$ cat src/rtl/bin_growing_average_if.sv
// -----------------------------------------------------------------------------
// bin_growing_average_if
//   Frame/result bus between the FFT bin collector, the averaging stage and
//   its consumer.
//
//   Signals
//     in_valid  : one-cycle strobe, in_data carries a collected bin frame
//     in_data   : [BINS][N] bin magnitudes (unsigned)
//     clear     : synchronous restart of the averaging run
//     busy      : averaging stage is accumulating or dumping a frame
//     overrun   : sticky, a frame arrived while busy and was dropped
//     out_valid : one-cycle strobe, out_data has just been updated
//     out_data  : [BINS][N] per-bin averages, held until the next dump
//
//   Modports
//     master : frame source / result consumer
//     slave  : the averaging stage
// -----------------------------------------------------------------------------
interface bin_growing_average_if #(
    parameter int N    = 16,
    parameter int BINS = 4
);
    logic                     in_valid;
    logic [BINS-1:0][N-1:0]   in_data;
    logic                     clear;
    logic                     busy;
    logic                     overrun;
    logic                     out_valid;
    logic [BINS-1:0][N-1:0]   out_data;

    modport master (
        output in_valid, in_data, clear,
        input  busy, overrun, out_valid, out_data
    );

    modport slave (
        input  in_valid, in_data, clear,
        output busy, overrun, out_valid, out_data
    );
endinterface

$ cat src/rtl/bin_growing_average.sv
// -----------------------------------------------------------------------------
// bin_growing_average
//   Per-bin running average placed after the FFT bin collector. Each accepted
//   frame of BINS samples is added into a per-bin accumulator through one
//   shared adder, one bin per cycle. After 2^N_AVGS frames the accumulators
//   are scaled down into out_data, out_valid pulses for one cycle and the
//   run restarts from zero.
//
//   Parameters
//     N      : bin sample width (unsigned)
//     N_AVGS : log2 of the number of frames averaged (1..16)
//     BINS   : bins per frame (>= 1)
//
//   Ports
//     clk    : sole clock, rising edge
//     areset : asynchronous, active-high reset
//     bus    : bin_growing_average_if.slave (frame in, averages out, status)
//
//   Build option
//     BIN_AVG_ROUND_EN : when defined, averages round half up instead of
//                        truncating.
// -----------------------------------------------------------------------------
module bin_growing_average #(
    parameter int N      = 16,
    parameter int N_AVGS = 7,
    parameter int BINS   = 4
) (
    input  logic                   clk,
    input  logic                   areset,
    bin_growing_average_if.slave   bus
);

    localparam int ACC_W = N + N_AVGS;
    localparam int IDX_W = (BINS > 1) ? $clog2(BINS) : 1;

    typedef enum logic [1:0] {
        S_IDLE,
        S_ADD,
        S_DUMP
    } state_t;

    state_t                  state_q, state_next;

    logic [BINS-1:0][N-1:0]  hold_q;
    logic [ACC_W-1:0]        acc_q [BINS];
    logic [IDX_W-1:0]        bin_idx_q;
    logic [N_AVGS-1:0]       frame_cnt_q;

    logic                    busy_q;
    logic                    overrun_q;
    logic                    out_valid_q;
    logic [BINS-1:0][N-1:0]  out_data_q;

    // Control decoded from the current state and inputs.
    logic                    take_frame;
    logic                    do_add;
    logic                    do_dump;
    logic                    drop_frame;
    logic                    last_bin;
    logic                    last_frame;
    logic [ACC_W-1:0]        acc_sum;

    assign last_bin   = (bin_idx_q == IDX_W'(BINS - 1));
    assign last_frame = (frame_cnt_q == '1);

    // The one shared adder: the bin currently selected by bin_idx.
    assign acc_sum = acc_q[bin_idx_q] + ACC_W'(hold_q[bin_idx_q]);

`ifdef BIN_AVG_ROUND_EN
    // Half an LSB of the result, added before the shift. The sum cannot wrap
    // at ACC_W bits, so a full-scale input still averages to 2^N-1.
    localparam logic [ACC_W-1:0] ROUND_BIAS = ACC_W'(1) << (N_AVGS - 1);

    function automatic logic [N-1:0] avg(input logic [ACC_W-1:0] x);
        return N'((x + ROUND_BIAS) >> N_AVGS);
    endfunction
`else
    function automatic logic [N-1:0] avg(input logic [ACC_W-1:0] x);
        return N'(x >> N_AVGS);
    endfunction
`endif

    // -------------------------------------------------------------------------
    // FSM state register
    // -------------------------------------------------------------------------
    // NOTE: sequential state uses non-blocking assignments so every flop
    // samples values from before the edge, independent of block ordering.
    always_ff @(posedge clk or posedge areset) begin
        if (areset) begin
            state_q <= S_IDLE;
            busy_q  <= 1'b0;
        end else begin
            state_q <= state_next;
            // busy tracks the state being entered, so it is a clean flop output.
            busy_q  <= (state_next != S_IDLE);
        end
    end

    // -------------------------------------------------------------------------
    // FSM next state and datapath controls
    // -------------------------------------------------------------------------
    // NOTE: every signal gets a default before the case so no path leaves one
    // unassigned, which would otherwise infer a latch.
    always_comb begin
        state_next = state_q;
        take_frame = 1'b0;
        do_add     = 1'b0;
        do_dump    = 1'b0;
        drop_frame = 1'b0;

        unique case (state_q)
            S_IDLE: begin
                if (bus.in_valid) begin
                    take_frame = 1'b1;
                    state_next = S_ADD;
                end
            end
            S_ADD: begin
                do_add     = 1'b1;
                drop_frame = bus.in_valid;
                if (last_bin) begin
                    state_next = last_frame ? S_DUMP : S_IDLE;
                end
            end
            S_DUMP: begin
                do_dump    = 1'b1;
                drop_frame = bus.in_valid;
                state_next = S_IDLE;
            end
            default: state_next = S_IDLE;
        endcase

        // clear overrides everything, including a same-cycle frame.
        if (bus.clear) begin
            state_next = S_IDLE;
            take_frame = 1'b0;
            do_add     = 1'b0;
            do_dump    = 1'b0;
            drop_frame = 1'b0;
        end
    end

    // -------------------------------------------------------------------------
    // Datapath
    // -------------------------------------------------------------------------
    // NOTE: the accumulator array is reset explicitly; a run must always start
    // from zero, so it cannot be left to power-up contents like a plain RAM.
    always_ff @(posedge clk or posedge areset) begin
        if (areset) begin
            hold_q      <= '0;
            bin_idx_q   <= '0;
            frame_cnt_q <= '0;
            overrun_q   <= 1'b0;
            out_valid_q <= 1'b0;
            out_data_q  <= '0;
            for (int k = 0; k < BINS; k++) begin
                acc_q[k] <= '0;
            end
        end else begin
            out_valid_q <= do_dump;

            if (bus.clear) begin
                bin_idx_q   <= '0;
                frame_cnt_q <= '0;
                overrun_q   <= 1'b0;
                for (int k = 0; k < BINS; k++) begin
                    acc_q[k] <= '0;
                end
            end else begin
                if (take_frame) begin
                    hold_q    <= bus.in_data;
                    bin_idx_q <= '0;
                end

                if (do_add) begin
                    acc_q[bin_idx_q] <= acc_sum;
                    if (last_bin) begin
                        bin_idx_q <= '0;
                        // The final frame's counter wrap happens in DUMP.
                        if (!last_frame) begin
                            frame_cnt_q <= frame_cnt_q + 1'b1;
                        end
                    end else begin
                        bin_idx_q <= bin_idx_q + 1'b1;
                    end
                end

                if (do_dump) begin
                    frame_cnt_q <= '0;
                    for (int k = 0; k < BINS; k++) begin
                        out_data_q[k] <= avg(acc_q[k]);
                        acc_q[k]      <= '0;
                    end
                end

                if (drop_frame) begin
                    overrun_q <= 1'b1;
                end
            end
        end
    end

    assign bus.busy      = busy_q;
    assign bus.overrun   = overrun_q;
    assign bus.out_valid = out_valid_q;
    assign bus.out_data  = out_data_q;

endmodule
$ cat src/flat_wrapper.sv
// flat-port wrapper written by rule: the top's interface ports become plain ports
module bin_growing_average_flat 
#(
    parameter int N      = 16,
    parameter int N_AVGS = 7,
    parameter int BINS   = 4
)
  (clk, areset, bus_in_valid, bus_in_data, bus_clear, bus_busy, bus_overrun, bus_out_valid, bus_out_data);
  bin_growing_average_if #(.N(N), .BINS(BINS)) bus_i ();
  input  logic clk;
  input  logic areset;
  input wire logic [$bits(bus_i.in_valid)-1:0] bus_in_valid;
  input wire logic [$bits(bus_i.in_data)-1:0] bus_in_data;
  input wire logic [$bits(bus_i.clear)-1:0] bus_clear;
  output wire logic [$bits(bus_i.busy)-1:0] bus_busy;
  output wire logic [$bits(bus_i.overrun)-1:0] bus_overrun;
  output wire logic [$bits(bus_i.out_valid)-1:0] bus_out_valid;
  output wire logic [$bits(bus_i.out_data)-1:0] bus_out_data;
  assign bus_i.in_valid = bus_in_valid;
  assign bus_i.in_data = bus_in_data;
  assign bus_i.clear = bus_clear;
  assign bus_busy = bus_i.busy;
  assign bus_overrun = bus_i.overrun;
  assign bus_out_valid = bus_i.out_valid;
  assign bus_out_data = bus_i.out_data;
  bin_growing_average #(.N(N), .N_AVGS(N_AVGS), .BINS(BINS)) u_core (.clk(clk), .areset(areset), .bus(bus_i));
endmodule
$ cat config.mk
export PLATFORM = sky130hd
export DESIGN_NAME = bin_growing_average_flat
export DESIGN_NICKNAME = d
export VERILOG_FILES = /design/src/rtl/bin_growing_average_if.sv /design/src/rtl/bin_growing_average.sv /design/src/flat_wrapper.sv
export SDC_FILE = /design/constraint.sdc
export NUM_CORES = 1
export LEC_CHECK = 0
export CORE_ASPECT_RATIO = 1.4
export CORE_MARGIN = 1
export CORE_UTILIZATION = 30
export CTS_CLUSTER_DIAMETER = 60
export DETAILED_ROUTE_END_ITERATION = 8
export PLACE_DENSITY = 0.44
export SLEW_MARGIN = 10
export SYNTH_ARGS = -nofsm -noshare
export SYNTH_HDL_FRONTEND = slang
export SYNTH_SLANG_ARGS = --single-unit
$ cat constraint.sdc
create_clock -name clk -period 12.23 [get_ports clk]
set_input_delay 2.446 -clock clk [delete_from_list [all_inputs] [get_ports clk]]
set_output_delay 2.446 -clock clk [all_outputs]
set_load 0.05 [all_outputs]
==> flow_summary.ini <==
[final_layout]
diodes = 0
multi_input_area_um2 = 4850
nFillCells = 3532
layout-drive-gt1-share_pct = 23.5
nets = 1061
layout-area-overhead-vs-synth_pct = 24.6
regArea_um2 = 5860
design_area_um2 = 13700

[timing]
tns_ns = 0
min_period_ns = 4.55
worstMarginPinSlew_ns = 1.06
final-hold-violation-count = 0
relSlewSlack_pct = 29.0
fmax_mhz = 220
final-setup-viol-count = 0
slew_viol_final = 0
post-route-period-util_pct = 37.2
grt_setup_unrepaired = false
skew_ns = 0.0139

[routing]
drcViolationCount = 0
routed_via_density = 5.13
routedWlPerCell_um = 20.9
top_layer_used = met4
drt-met1-wl_mm = 13.0
drt_iter0_drc = 361
first_pass_iters = 5
drt-total-wl_mm = 30.2
wl_met3_mm = 1.31
ant_nets = 0
via_count = 7426
met2WireLength_mm = 15.2

[logic_synthesis]
synthCells = 850
yosysTopAreaCell = dfrtp_1
synthXorXnorAreaFrac_pct = 1.68
synth_top_area_share_pct = 53.4
synth.area.top_cells = dfrtp_1, mux2_2, mux4_2
synthSimpleGateAreaFrac_pct = 6.94
syn_area_per_cell_um2 = 12.9
syn_nets = 943
yosys_warnings = 0
synth-edff-count = 0
netlist_area_um2 = 11000
yosysSeqAreaShare_pct = 53.4
ys_types = 55
synth_top_family_by_area = multiplexers
synthAdderAreaFrac_pct = 2.92
synthFlopType = dfrtp_1
async_flop_share_pct = 100
synth_common_cells = dfrtp_1, mux2_2, nand2_1
synth_most_common_cell = dfrtp_1
synth_seq_cells = 234
synth_mux_area_share_pct = 21.2
synth_compound_area_share_pct = 11.4

[power]
seqPwrFrac_pct = 41.2
p_leak_nw = 6.02
power_w = 0.00209
pwr_density_cell_nw_per_um2 = 153
vdd_drop_max_uv = 107
swShare_pct = 28.0
power_switching_w = 0.000586
pwr-share-comb_pct = 18.2
p_int_w = 0.00151
clkPwrFrac_pct = 40.6

[worst_setup_path]
rr_startpoint = u_core.bin_idx_q[0]
worstPathRequired_ns = 12.72
r2r_slack_ns = 8.08
slowest_stage = and3_1
critical_path_class = input pin to register
critPathMostFrequentCell = and3_1
crit_path_start = bus_clear
reg2reg_depth = 10
critPathMaxStageDelay_ns = 0.95
arrival_ns = 5.04
critPathCaptureType = register
cp_max_fo = 19
worstPathCellList = clkdlybuf4s50_1, nor2_1, and3_1, and3_1, a31oi_1, nand4_1
reg2reg_to = u_core.acc_q[44]
cp-start-kind = input pin
worstSetupEndpoint = u_core.acc_q[65]

[worst_hold_path]
min_path_type = register to register

[global_route]
grt_usage_pct = 16.7
grt_max_degree = 111
grt_antenna_before_repair = 0
grt_pass1_vias = 7785
grt_overflow_total = 0
grt_pass1_wl_mm = 47.8

[clock_tree]
cts-root-buf = clkbuf_16
clockBufferDepth = 3
cts_sinks = 234
cts_tree = done
cts_resized = 0
hold_buffers = 0
cts_buffers = 27
insertion_delay_ns = 0.55
path_clk_slew_ns = 0.06
htree_levels = 1
post_cts_buffers = 0

[floorplan]
design.die.area_um2 = 37400
rows = 82
pin_count = 135
die_h_um = 228
core_area_um2 = 35900
fp.dieW_um = 164
start_util_pct = 30.6

[placed_design]
place.gp.congestion = 0.814
hpwlAfterDp_mm = 20.7
dpl-instance-area_um2 = 12700
placement.io_buffers = 134

[run_status]
status = completed

[job]
maxCapViolCount = 0
[state kept, by name, summed over array words and instances (netlist names)]
| signal | cells |
|---|---|
| u_core.acc_q | 92 |
| u_core.bin_idx_q | 2 |
| u_core.bus.busy | 1 |
| u_core.bus.out_data | 64 |
| u_core.bus.out_valid | 1 |
| u_core.bus.overrun | 1 |
| u_core.frame_cnt_q | 7 |
| u_core.hold_q | 64 |
| u_core.state_q | 2 |
[cell families (layout without fill, tap and decap cells)]
| kind of cell | after synthesis | in the layout |
|---|---|---|
| AOI/OAI and AO/OA | 180 | 180 |
| xor gates and xnor gates | 21 | 21 |
| adders and majority gates | 25 | 25 |
| buffers and inverters | 63 | 199 |
| DFF | 234 | 234 |
| muxes | 168 | 168 |
| and+or+nand+nor | 159 | 159 |
[layout by cell type (no fill, tap or decap), drive strengths merged, types with 24 or more instances in the layout]
master,instances
mux4,39
nand2,67
o21ai,31
clkdlybuf4s50,134
ha,24
dfrtp,234
mux2,128
a22o,55
nor2,31
clkbuf,33
a21oi,43
[how the worst min path moves through the flow]
stage / start / endpoint / slack (ns) / depth (start not counted)
after floorplan: u_core.acc_q[10] / u_core.acc_q[10] / 0.46 / 2
after global placement: u_core.acc_q[27] / u_core.acc_q[27] / 0.48 / 1
after detailed placement: u_core.acc_q[27] / u_core.acc_q[27] / 0.49 / 1
after CTS: u_core.acc_q[27] / u_core.acc_q[27] / 0.50 / 1
after global routing: u_core.hold_q[8] / u_core.hold_q[8] / 0.52 / 1
final: u_core.hold_q[36] / u_core.hold_q[36] / 0.50 / 1
[layer usage]
metal / vias to the layer above / GRT usage (%)
met2: 182 / 28.5
met4: 0 / 5.32
met1: 3826 / 21.4
li1: 3381 / -
met3: 37 / 2.69
met5: - / 0
[final cells by class]
cell class	instances	share of cell area, %
Clock buffer	33	5.40
Clock inverter	14	1.36
Inverter	7	0.247
Timing Repair Buffer	145	10.4
Tap cell	462	4.23
Sequential cell	234	42.9
Multi-Input combinational cell	553	35.5
[critical path: cells and delay by family]
kind	cells	cell delay (ns)
buf+inv	1	0.57
compound gates	1	0.04
simple gates	4	1.97
[stage by stage]
step,hold slack [ns],std cells,util [%],setup WS (ns)
CTS,0.505,1448,38.1,7.75
finish,0.499,1448,38.1,7.68
global route,0.517,1448,38.1,7.55
global placement,0.482,1401,35.5,7.16
floorplan,0.462,850,-,3.37
detailed placement,0.488,1401,35.5,7.17
[power groups by stage]
stage          Combinational, W  Sequential [W]  Clock [W]
2_1_floorplan          0.000271        0.000866          0
3_3_place_gp           0.000383        0.000875          0
3_5_place_dp           0.000384        0.000876          0
4_1_cts                0.000385        0.000862   0.000879
5_1_grt                0.000416        0.000869   0.000904
6_report               0.000382        0.000862   0.000849
Power figures use the tool's default switching activity.
